## src/rtl/airlock_transit_tracker_if.sv

```systemverilog
// Request, door and status bundle between the door controllers,
// the transit tracker and the display logic.
interface airlock_transit_tracker_if #(
    parameter int NUM_CHAMBERS = 2,
    parameter int POS_W        = 4
);
    logic                    arriving;
    logic                    departing;
    logic [NUM_CHAMBERS:0]   door_open;
    logic [POS_W-1:0]        position;
    logic                    in_chamber;
    logic                    dwell_done;
    logic                    moved;
    logic                    blocked;
    logic                    interlock_fault;

    modport master (
        output arriving, departing, door_open,
        input  position, in_chamber, dwell_done,
        input  moved, blocked, interlock_fault
    );

    modport slave (
        input  arriving, departing, door_open,
        output position, in_chamber, dwell_done,
        output moved, blocked, interlock_fault
    );
endinterface

```

## src/rtl/airlock_transit_tracker.sv

```systemverilog
// Tracks one vessel through a chain of airlock chambers, with a
// per-chamber dwell timer, door interlock fault and refusal pulses.
module airlock_transit_tracker #(
    parameter int NUM_CHAMBERS = 2,
    parameter int DWELL_CYCLES = 8,
    parameter int POS_W        = 4,
    parameter int CNT_W        = 8
) (
    input  logic clk,
    input  logic reset,
    airlock_transit_tracker_if.slave bus
);
    localparam logic [POS_W-1:0] P_ABSENT  = '0;
    localparam logic [POS_W-1:0] P_OUTSIDE = POS_W'(1);
    localparam logic [POS_W-1:0] P_FIRST   = POS_W'(2);
    localparam logic [POS_W-1:0] P_LAST    = POS_W'(NUM_CHAMBERS + 1);
    localparam logic [POS_W-1:0] P_INSIDE  = POS_W'(NUM_CHAMBERS + 2);
    localparam logic [CNT_W-1:0] DWELL     = CNT_W'(DWELL_CYCLES);

    logic [POS_W-1:0] pos_q, pos_d;
    logic [CNT_W-1:0] cnt_q, cnt_d;
    logic             moved_q, moved_d;
    logic             blocked_q, blocked_d;
    logic             fault_q, fault_d;

    logic [POS_W-1:0] k_now, k_next;
    logic [1:0]       pair_now, pair_next;
    logic             in_ch, dwell_ok, exit_ok;
    logic             valid_req, unused_enc;

    function automatic logic is_chamber(input logic [POS_W-1:0] p);
        return (p >= P_FIRST) && (p <= P_LAST);
    endfunction

    always_comb begin
        in_ch      = is_chamber(pos_q);
        dwell_ok   = !in_ch || (cnt_q == DWELL);
        exit_ok    = dwell_ok && !fault_q;
        valid_req  = bus.arriving ^ bus.departing;
        unused_enc = pos_q > P_INSIDE;
        // pair[0] is the outer door of chamber k, pair[1] the inner one
        k_now      = pos_q - P_FIRST;
        pair_now   = 2'(bus.door_open >> k_now);

        pos_d     = pos_q;
        blocked_d = 1'b0;
        if (unused_enc) begin
            pos_d = P_ABSENT;
        end else if (valid_req) begin
            unique case (1'b1)
                pos_q == P_ABSENT: begin
                    pos_d = bus.arriving ? P_OUTSIDE : P_INSIDE;
                end
                pos_q == P_OUTSIDE: begin
                    if (bus.departing)         pos_d = P_ABSENT;
                    else if (bus.door_open[0]) pos_d = P_FIRST;
                    else                       blocked_d = 1'b1;
                end
                pos_q == P_INSIDE: begin
                    if (bus.arriving)                     pos_d = P_ABSENT;
                    else if (bus.door_open[NUM_CHAMBERS]) pos_d = P_LAST;
                    else                                  blocked_d = 1'b1;
                end
                default: begin
                    if (bus.arriving && pair_now[1] && exit_ok)
                        pos_d = pos_q + POS_W'(1);
                    else if (bus.departing && pair_now[0] && exit_ok)
                        pos_d = pos_q - POS_W'(1);
                    else
                        blocked_d = 1'b1;
                end
            endcase
        end

        moved_d = (pos_d != pos_q) && !unused_enc;

        // Fault reflects the chamber occupied after this edge
        k_next    = pos_d - P_FIRST;
        pair_next = 2'(bus.door_open >> k_next);
        fault_d   = is_chamber(pos_d) && pair_next[0] && pair_next[1];

        if (!is_chamber(pos_d) || (pos_d != pos_q)) cnt_d = '0;
        else if (cnt_q != DWELL)                    cnt_d = cnt_q + CNT_W'(1);
        else                                        cnt_d = cnt_q;
    end

    always_ff @(posedge clk or posedge reset) begin
        if (reset) begin
            pos_q     <= P_ABSENT;
            cnt_q     <= '0;
            moved_q   <= 1'b0;
            blocked_q <= 1'b0;
            fault_q   <= 1'b0;
        end else begin
            pos_q     <= pos_d;
            cnt_q     <= cnt_d;
            moved_q   <= moved_d;
            blocked_q <= blocked_d;
            fault_q   <= fault_d;
        end
    end

    assign bus.position        = pos_q;
    assign bus.in_chamber      = in_ch;
    assign bus.dwell_done      = dwell_ok;
    assign bus.moved           = moved_q;
    assign bus.blocked         = blocked_q;
    assign bus.interlock_fault = fault_q;
endmodule

```

## src/flat_wrapper.sv

```systemverilog
// flat-port wrapper written by rule: the top's interface ports become plain ports
module airlock_transit_tracker_flat 
#(
    parameter int NUM_CHAMBERS = 2,
    parameter int DWELL_CYCLES = 8,
    parameter int POS_W        = 4,
    parameter int CNT_W        = 8
)
  (clk, reset, bus_arriving, bus_departing, bus_door_open, bus_position, bus_in_chamber, bus_dwell_done, bus_moved, bus_blocked, bus_interlock_fault);
  airlock_transit_tracker_if #(.NUM_CHAMBERS(NUM_CHAMBERS), .POS_W(POS_W)) bus_i ();
  input  logic clk;
  input  logic reset;
  input wire logic [$bits(bus_i.arriving)-1:0] bus_arriving;
  input wire logic [$bits(bus_i.departing)-1:0] bus_departing;
  input wire logic [$bits(bus_i.door_open)-1:0] bus_door_open;
  output wire logic [$bits(bus_i.position)-1:0] bus_position;
  output wire logic [$bits(bus_i.in_chamber)-1:0] bus_in_chamber;
  output wire logic [$bits(bus_i.dwell_done)-1:0] bus_dwell_done;
  output wire logic [$bits(bus_i.moved)-1:0] bus_moved;
  output wire logic [$bits(bus_i.blocked)-1:0] bus_blocked;
  output wire logic [$bits(bus_i.interlock_fault)-1:0] bus_interlock_fault;
  assign bus_i.arriving = bus_arriving;
  assign bus_i.departing = bus_departing;
  assign bus_i.door_open = bus_door_open;
  assign bus_position = bus_i.position;
  assign bus_in_chamber = bus_i.in_chamber;
  assign bus_dwell_done = bus_i.dwell_done;
  assign bus_moved = bus_i.moved;
  assign bus_blocked = bus_i.blocked;
  assign bus_interlock_fault = bus_i.interlock_fault;
  airlock_transit_tracker #(.NUM_CHAMBERS(NUM_CHAMBERS), .DWELL_CYCLES(DWELL_CYCLES), .POS_W(POS_W), .CNT_W(CNT_W)) u_core (.clk(clk), .reset(reset), .bus(bus_i));
endmodule
```

## config.mk

```make
export PLATFORM = sky130hd
export DESIGN_NAME = airlock_transit_tracker_flat
export DESIGN_NICKNAME = d
export VERILOG_FILES = /design/src/rtl/airlock_transit_tracker_if.sv /design/src/rtl/airlock_transit_tracker.sv /design/src/flat_wrapper.sv
export SDC_FILE = /design/constraint.sdc
export NUM_CORES = 1
export LEC_CHECK = 0
export BUFFER_PORTS_ARGS = -buffer_cell sky130_fd_sc_hd__clkbuf_2
export CAP_MARGIN = 20
export CORE_MARGIN = 8
export CORE_UTILIZATION = 30
export CTS_BUF_LIST = sky130_fd_sc_hd__clkbuf_4 sky130_fd_sc_hd__clkbuf_8
export DETAILED_ROUTE_END_ITERATION = 10
export PLACE_DENSITY = 0.47
export REMOVE_ABC_BUFFERS = 1
export SLEW_MARGIN = 20
export SYNTH_ARGS = -nofsm -noshare
export SYNTH_HDL_FRONTEND = slang
export SYNTH_SLANG_ARGS = --single-unit
```

## constraint.sdc

```tcl
create_clock -name clk -period 3.6 [get_ports clk]
set_input_delay 0 -clock clk [delete_from_list [all_inputs] [get_ports clk]]
set_output_delay 0 -clock clk [all_outputs]
set_load 0.005 [all_outputs]
```

==> out/summary.txt <==
SYNTH
----------------------------------------------------------------------------------------------------
Area contributors post-synth                                                            dfrtp_1 (26%), ha_1 (9.6%), nand3_1 (4.2%)
Number of synthesized register bits                                                               15
Share of the synthesized area in the top cell type                                             26.2%
Number of instances in the synthesized netlist                                                   165
Async set-reset flop share out of synthesis                                                     100%
Portion of the post-synthesis area used by sequential elements                                 26.2%
Mean post-synth cell area                                                                  8.67 um^2
Ys flop type                                                                                 dfrtp_1
Number of flops mapped to enable cells by yosys                                                    0
Cell accounting for the most synthesized area                                                dfrtp_1
Area of the mapped netlist                                                                 1430 um^2
Number of distinct library cells after synthesis                                                  55
Number of warnings issued by yosys                                                                 0

WORST HOLD PATH
----------------------------------------------------------------------------------------------------
HP Class                                                                                      in2reg

FINAL LAYOUT
----------------------------------------------------------------------------------------------------
Share of final-layout standard cells stronger than drive strength 1                            19.5%
Area Growth Syn to Fin                                                                         14.9%
Final core utilization                                                                         35.3%
Antenna Cells                                                                                      0
Total number of nets in the final design                                                         204
Fillers                                                                                          498

TIMING
----------------------------------------------------------------------------------------------------
Least-Margin Pin Slew                                                                       0.574 ns
Final critical-path share of the clock period                                                  82.7%
Relative max-transition margin                                                                 61.3%
Final-report max-slew violation count                                                              0
Setup WS post-layout                                                                        0.622 ns
Total setup violations reported at the end of the flow                                             0
Minimum hold slack                                                                         0.0370 ns
RSZ-0062 raised after global routing                                                           false
Clock tree skew after final layout                                                       0.000825 ns
Time the final worst path needs with I/O delays and setup                                    2.98 ns
Highest clock rate                                                                           336 MHz
Total negative setup slack                                                                      0 ns
Hold violation count in the final report                                                           0

GLOBAL ROUTING
----------------------------------------------------------------------------------------------------
Vias in the first global route                                                                 1,467
Total track usage                                                                              12.3%
Global-route congestion overflow total                                                             0
Number of antenna violations at the first check in global routing                                  0
Maximum number of pins on one net before global-route repair                                      16
Wire length of the first global-routing pass                                                 7330 um

POWER
----------------------------------------------------------------------------------------------------
Cell Pwr Density                                                                         722 nW/um^2
VDD IR max                                                                                    246 uV
Static leakage power                                                                        0.730 nW

ROUTE
----------------------------------------------------------------------------------------------------
Initial DRC Count                                                                                 53
Vias per cell                                                                                   5.56
Final ANT Viol Nets                                                                                0
DRC violation count after routing                                                                  0
Detailed Routing Iterations Pass 1                                                                 4
DRT Wirelength                                                                               4090 um
Via total after detailed routing                                                               1,330
Wirelength per Cell                                                                          17.1 um

SETUP PATH
----------------------------------------------------------------------------------------------------
Standard cell with the maximum stage delay on the critical path                              or4bb_1
Biggest cell delay along the critical path                                                   0.50 ns
Critical Path Sink Type                                                                     register
Path type of the worst setup path                                                            reg2reg
Maximum net fanout on the critical path                                                            9
Worst EP required                                                                            3.75 ns
Signal arrival time at the worst endpoint                                                    3.13 ns
Buffers and inverters on the worst path                                                            2
Kind of cell with the highest combined delay on the critical path                       simple AND/OR/NAND/NOR gates
CP Launch Type                                                                              register
Critical path, cell by cell                                                             inv_1, ha_1, or4bb_1, o21ai_0, o211ai_1, nor3b_1, inv_1, ha_1, nor4_2

PLACEMENT
----------------------------------------------------------------------------------------------------
Number of input and output port buffers inserted                                                  15
Final RePlAce weighted congestion                                                              0.818
HPWL reported at the end of detailed placement                                               3240 um
Worst setup timing slack at the placement stage                                             0.709 ns

DIE
----------------------------------------------------------------------------------------------------
IO Pins                                                                                           16
Die height                                                                                   85.1 um
X dimension of the die                                                                       85.1 um
Initial Util                                                                                   30.7%
Number of cell rows                                                                               25
Floorplan Core Area                                                                        4660 um^2
Total die area                                                                             7240 um^2

CTS
----------------------------------------------------------------------------------------------------
Later-pin clock latency in the skew report                                                   0.24 ns
Cts bufs inserted                                                                                  3
Number of buffers between clock root and the deepest sink                                          2
CTS root buffer                                                                             clkbuf_8
TritonCTS clock tree                                                                            done
Post-cts repair resize count                                                                       0
Clock-pin slew reported for the worst setup and hold paths after clock tree synthesis        0.06 ns
CTS sink cnt                                                                                      15
H-tree depth reported by CTS                                                                       1

RUN STATUS
----------------------------------------------------------------------------------------------------
Status                                                                                  finished clean

FLOW RUN
----------------------------------------------------------------------------------------------------
Maxcap violations                                                                                  0

[cells by family (layout without fill, tap and decap cells)]
group                    count (synthesis)  count (layout)  synth area share [%]
AND/OR/NAND/NOR                         70              70                  28.8
AO/OA/AOI/OAI                           38              38                  21.6
buffers and inverters                   18              38                  5.24
flip-flops                              15              15                  26.2
adder cells (fa/ha/maj)                 11              11                  9.62
XOR/XNOR                                 8               8                  4.90
multiplexers                             5               5                  3.58
[stage by stage]
stage | instances | area [um^2] | power [mW]
6_report | 239 | 1640 | 1.19
5_1_grt | 239 | 1640 | 1.31
4_1_cts | 239 | 1640 | 1.19
3_5_place_dp | 234 | 1590 | 1.04
3_3_place_gp | 234 | 1590 | 1.04
2_1_floorplan | 160 | 1410 | 0.784
[registers in the layout, indices dropped and copies added, names as in the netlist]
| register | count |
|---|---|
| u_core.bus.position | 4 |
| u_core.cnt_q | 8 |
| u_core.bus.moved | 1 |
| u_core.bus.blocked | 1 |
| u_core.bus.interlock_fault | 1 |
[cell usage in the layout, fill, tap and decap left out, types with 4 or more instances in the layout]
master    count
xor2_1        6
clkbuf_2     15
nor2_1       11
mux2i_1       4
nand3_1      12
nand2_1      11
inv_1        13
nor3_1       10
buf_4         5
a21oi_1       4
nand2b_1      5
o21ai_0       6
ha_1         11
dfrtp_1      15
[routing by layer]
metal | global-route usage, % | vias to the layer above | wire (um)
met5 | 0 | - | 0
met4 | 3.88 | 0 | 57
met3 | 2.61 | 6 | 202
met2 | 20.9 | 43 | 1970
met1 | 15.1 | 637 | 1860
li1 | - | 644 | -
[where the power goes]
| part | switching [mW] | internal (mW) |
|---|---|---|
| Combinational | 0.511 | 0.309 |
| Sequential | 0.0247 | 0.203 |
| Clock | 0.0552 | 0.0857 |
| Total | 0.590 | 0.597 |
[tightest hold or removal path: cells and delay by family]
family                 cells  cell delay, ns
and+or+nand+nor            2            0.12
buffers and inverters      1            0.12
[cell type report]
class                   count  area, um^2  share of cell area, %
clock buffers               4        48.8                   2.97
well taps                  54        67.6                   4.11
multi-input cells         132         981                   59.7
inverters                  13        48.8                   2.97
flip-flops and latches     15         375                   22.8
repair buffers             21         123                   7.46
[final timing paths]
check | end | depth (start not counted) | slack (ns) | startpoint
worst min-delay path | u_core.bus.interlock_fault$_DFF_PP0_ | 3 | 0.04 | bus_door_open[1]
worst max-delay path | u_core.bus.interlock_fault$_DFF_PP0_ | 9 | 0.62 | u_core.bus.position[1]$_DFF_PP0_
worst min register to register | u_core.cnt_q[7]$_DFFE_PP0P_ | 2 | 0.61 | u_core.cnt_q[7]$_DFFE_PP0P_
min in group asynchronous | u_core.bus.moved$_DFF_PP0_ | 3 | 0.34 | reset
max in group asynchronous | u_core.bus.position[2]$_DFF_PP0_ | 3 | 2.89 | reset
worst max register to register | u_core.bus.interlock_fault$_DFF_PP0_ | 9 | 0.62 | u_core.bus.position[1]$_DFF_PP0_
[synth_stat cells (all sizes together) (3+ instances only)]
cell type  instances
a211oi             3
a21oi              4
buf                3
dfrtp             15
ha                11
inv               13
mux2i              4
nand2             11
nand2b             5
nand3             13
nor2              11
nor2b              3
nor3              10
o211ai             4
o21a               3
o21ai              6
xor2               6
[what timing repair did]
item | in CTS | in global routing
buffers inserted | 0 | 0
endpoints found under the hold margin | 15 | 0
setup endpoints to repair | 0 | 0
hold buffers | 1 | 0
No activity file was read; power rests on OpenSTA's default activity.
